<file path="config.mk">
export PLATFORM = sky130hd
export DESIGN_NAME = mem_port_arbiter
export DESIGN_NICKNAME = d
export VERILOG_FILES = /design/src/rtl/mem_port_arbiter.sv
export SDC_FILE = /design/constraint.sdc
export NUM_CORES = 1
export LEC_CHECK = 0
export ABC_AREA = 1
export BUFFER_PORTS_ARGS = -buffer_cell sky130_fd_sc_hd__buf_2
export CORE_AREA = 2 2 108 110
export DETAILED_ROUTE_END_ITERATION = 16
export DIE_AREA = 0 0 110 112
export PLACE_DENSITY = 0.49
export SYNTH_ARGS = -nofsm -noshare
export SYNTH_HDL_FRONTEND = slang
export SYNTH_SLANG_ARGS = --single-unit
</file>
<file path="constraint.sdc">
create_clock -name clk -period 2.16 [get_ports clk]
set_input_delay 0.648 -clock clk [delete_from_list [all_inputs] [get_ports clk]]
set_output_delay 0.648 -clock clk [all_outputs]
set_load 0.01 [all_outputs]
</file>
<file path="src/rtl/mem_port_arbiter.sv">
// Two-port arbiter for the single-port instruction/data RAM. Each granted
// access occupies two cycles: the issue cycle and the completion cycle.
module mem_port_arbiter #(
  parameter int ADDR_W     = 32,
  parameter int DATA_W     = 32,
  parameter int STARVE_MAX = 4
) (
  input  logic              clk,
  input  logic              rst,
  input  logic              if_req,
  input  logic [ADDR_W-1:0] if_addr,
  output logic [DATA_W-1:0] if_rdata,
  output logic              if_valid,
  output logic              if_stall,
  input  logic              d_req,
  input  logic              d_we,
  input  logic [ADDR_W-1:0] d_addr,
  input  logic [DATA_W-1:0] d_wdata,
  input  logic [3:0]        d_be,
  output logic [DATA_W-1:0] d_rdata,
  output logic              d_valid,
  output logic              d_stall,
  output logic              ram_en,
  output logic              ram_we,
  output logic [3:0]        ram_be,
  output logic [ADDR_W-1:0] ram_addr,
  output logic [DATA_W-1:0] ram_wdata,
  input  logic [DATA_W-1:0] ram_rdata
);

  localparam int CNT_W = $clog2(STARVE_MAX + 1);
  localparam logic [CNT_W-1:0] STARVE_LIM = CNT_W'(STARVE_MAX);

  localparam logic [1:0] S_IDLE    = 2'd0;
  localparam logic [1:0] S_WAIT_IF = 2'd1;
  localparam logic [1:0] S_WAIT_D  = 2'd2;

  logic [1:0]       state_q, state_d;
  logic [CNT_W-1:0] starve_cnt_q, starve_cnt_d;
  logic             in_idle;
  logic             starved;
  logic             grant_d;
  logic             grant_if;

  always_comb begin
    // Reset suppresses both new grants and any in-flight completion pulse.
    in_idle  = ~rst && (state_q == S_IDLE);
    starved  = if_req && (starve_cnt_q == STARVE_LIM);
    grant_d  = in_idle && d_req && ~starved;
    grant_if = in_idle && if_req && ~grant_d;

    ram_en    = 1'b0;
    ram_we    = 1'b0;
    ram_be    = 4'h0;
    ram_addr  = '0;
    ram_wdata = '0;
    if (grant_if) begin
      ram_en   = 1'b1;
      ram_be   = 4'hF;
      ram_addr = if_addr;
    end else if (grant_d) begin
      ram_en    = 1'b1;
      ram_we    = d_we;
      ram_be    = d_we ? d_be : 4'hF;
      ram_addr  = d_addr;
      ram_wdata = d_we ? d_wdata : '0;
    end

    if_valid = ~rst && (state_q == S_WAIT_IF);
    d_valid  = ~rst && (state_q == S_WAIT_D);
    if_rdata = if_valid ? ram_rdata : '0;
    d_rdata  = d_valid ? ram_rdata : '0;
    if_stall = if_req & ~if_valid;
    d_stall  = d_req & ~d_valid;

    state_d = S_IDLE;
    if (grant_if) state_d = S_WAIT_IF;
    else if (grant_d) state_d = S_WAIT_D;

    // Counts data grants that overtook a waiting fetch; any gap in if_req resets it.
    starve_cnt_d = starve_cnt_q;
    if (state_q == S_IDLE) begin
      if (!if_req || grant_if) begin
        starve_cnt_d = '0;
      end else if (grant_d && (starve_cnt_q != STARVE_LIM)) begin
        starve_cnt_d = starve_cnt_q + CNT_W'(1);
      end
    end
  end

  // Control registers only
  always_ff @(posedge clk) begin
    if (rst) begin
      state_q      <= S_IDLE;
      starve_cnt_q <= '0;
    end else begin
      state_q      <= state_d;
      starve_cnt_q <= starve_cnt_d;
    end
  end

endmodule

</file>
==> impl_metrics.json <==
{
  "outcome": "finished with violations",
  "violations": "setup timing",
  "nets": 782,
  "ant_nets": 0,
  "grt_pass1_wl_mm": 12.4,
  "hold_class": "flop to flop",
  "peakVddDrop_v": 0.000220,
  "layout_common_cells": "224 x buf_2, 82 x nand2_1, 58 x buf_6",
  "drive_above_1_share": 0.709,
  "rsz0062_at_grt": "yes",
  "cts_made_buffers": 3,
  "syn-cell-area_sq_um": 1530,
  "rows": 39,
  "postCtsHoldBufs": 0,
  "period_share": 1.06,
  "tightest_slew_ps": 276,
  "core_area_sq_um": 11200,
  "io_pins": 275,
  "wl_mm": 9.93,
  "max-cap-violations": 0,
  "powerDensity_nw_per_um2": 238,
  "slew_violations": 0,
  "fin_util": 0.418,
  "die_w_microns": 110,
  "cts_max_path_buffers": 2,
  "critPathArrivalTime_ps": 1630,
  "synth_warnings": 0,
  "dpl_cell_area_sq_um": 3170,
  "timing.setup.tns_ps": -7450,
  "clock_skew_ps": 3.36,
  "seq_area_frac_synth": 0.0654,
  "h-tree-depth": 1,
  "hold_viol": 0,
  "io_buffer_count": 274,
  "via_per_inst": 4.08,
  "initial_core_util": 0.137,
  "start_kind": "flop",
  "syn-instance-count": 335,
  "ys_types": 22,
  "total_power_uw": 1110,
  "grt_usage": 0.127,
  "dr.pass1.iters": 4,
  "antenna_found_initial": 0,
  "post-route-min-period_ps": 2280,
  "clk_transition_reported_paths_ps": 30,
  "clkSinkCount": 5,
  "slew_headroom": 0.816,
  "crit_type": "flop to primary output",
  "hpwlAfterDp_mm": 6.59,
  "n_antenna_cell": 0,
  "gp_congestion": 0.802,
  "grt_pass1_vias": 2736,
  "overflow": 0,
  "cts_tree": "done",
  "drcViolationCount": 0,
  "end_kind": "primary output",
  "synth-seq-cells": 5,
  "grt_start_max_net_pins": 24,
  "via_count": 3206,
  "crit_required_ps": 1510,
  "crit_fanout": 9,
  "drtIter0Drc": 139,
  "die-area_sq_um": 12300,
  "area_delta_synth_final_pct": 205,
  "design_area_sq_um": 4670,
  "final_common_cell": "buf_2",
  "wl_per_cell_microns": 12.6,
  "hold_path_depth": 4,
  "die_h_microns": 112,
  "setup_ws_ps": -120,
  "syn_nets": 474,
  "worst_skew_pair.late_latency_ps": 230,
  "ctsRootBufferMaster": "clkbuf_16",
  "cellLeakagePower_uw": 0.00281,
  "setup_viol_count_final": 124,
  "reg2reg_depth": 9,
  "synth.avg_cell_area_sq_um": 4.57,
  "fmax_mhz": 439
}
registers in the layout, indices dropped and copies added, names as in the netlist:
name	cells
starve_cnt_q	3
state_q	2
final cells by class:
class                   count  area [sq um]
clock buffers               4          78.8
fillers                  1131          6500
inverters                  49           209
multi-input cells         261          1670
flip-flops and latches      5           104
well taps                 143           179
repair buffers            323          2430
path summary, 6_finish.rpt:
| kind | start | to | slack, ps |
|---|---|---|---|
| max | starve_cnt_q[1] | ram_wdata[4] | -120 |
| min | starve_cnt_q[1] | starve_cnt_q[1] | 540 |
| max reg2reg | starve_cnt_q[1] | state_q[0] | 800 |
| min reg2reg | starve_cnt_q[1] | starve_cnt_q[1] | 540 |
critical path: stages (launching register included):
cell	delay, ps
dfxtp_2	330
inv_2	50
ha_4	150
nand3_4	70
nand2_4	60
nor2_4	110
buf_12	120
buf_8	100
inv_8	40
buf_16	140
nor2_2	90
buf_2	120
synthesized netlist by cell type:
cell,instances,area (sq um)
buf_2,9,45.0
clkbuf_1,4,15.0
o21bai_1,2,15.0
dfxtp_1,5,100
nand4_1,1,6.26
nand2_4,1,11.3
nand2_1,130,488
buf_6,6,67.6
inv_2,2,7.51
a21oi_1,2,10.0
nor2_1,101,379
inv_1,46,173
nand2_2,10,62.6
nand3_1,2,10.0
inv_4,1,6.26
ha_1,2,25.0
nand3_4,1,17.5
nor3_2,2,20.0
o21ai_0,4,20.0
buf_12,1,20.0
nor2_4,2,22.5
xor2_1,1,8.76
metal layers:
layer | GRT usage | up-vias | wire [microns]
met5 | 0 | - | 0
met4 | 0.0270 | 0 | 85
met3 | 0.0217 | 10 | 846
met2 | 0.254 | 181 | 5410
met1 | 0.132 | 1432 | 3590
li1 | - | 1583 | -
timing repair:
| action | 4_1_cts | 5_1_grt |
|---|---|---|
| gates cloned | 9 | 7 |
| resized for setup | 74 | 181 |
| setup buffers | 15 | 5 |
| endpoints found under the setup margin | 134 | 135 |
| pin swaps | 33 | 23 |
per-stage QoR:
step                hold WS [ps]  worst slack (ps)  std cells
detailed placement           537              -148        752
finish                       537              -120        785
global route                 570              -217        785
floorplan                    514               119        335
global placement             540              -141        752
CTS                          540              -151        780
logic make-up after synthesis:
logic type,synth area share
adder cells (fa/ha/maj),0.0164
XOR/XNOR,0.00572
AO/OA/AOI/OAI,0.0294
AND/OR/NAND/NOR,0.665
flip-flops,0.0654
buffers and inverters,0.218
report_power, final:
| part | switching [uW] | internal (uW) | leakage (uW) |
|---|---|---|---|
| Clock | 61.5 | 245 | 0.0000382 |
| Sequential | 4.39 | 96.8 | 0.0000420 |
| Combinational | 355 | 350 | 0.00273 |
Power figures use the tool's default switching activity.
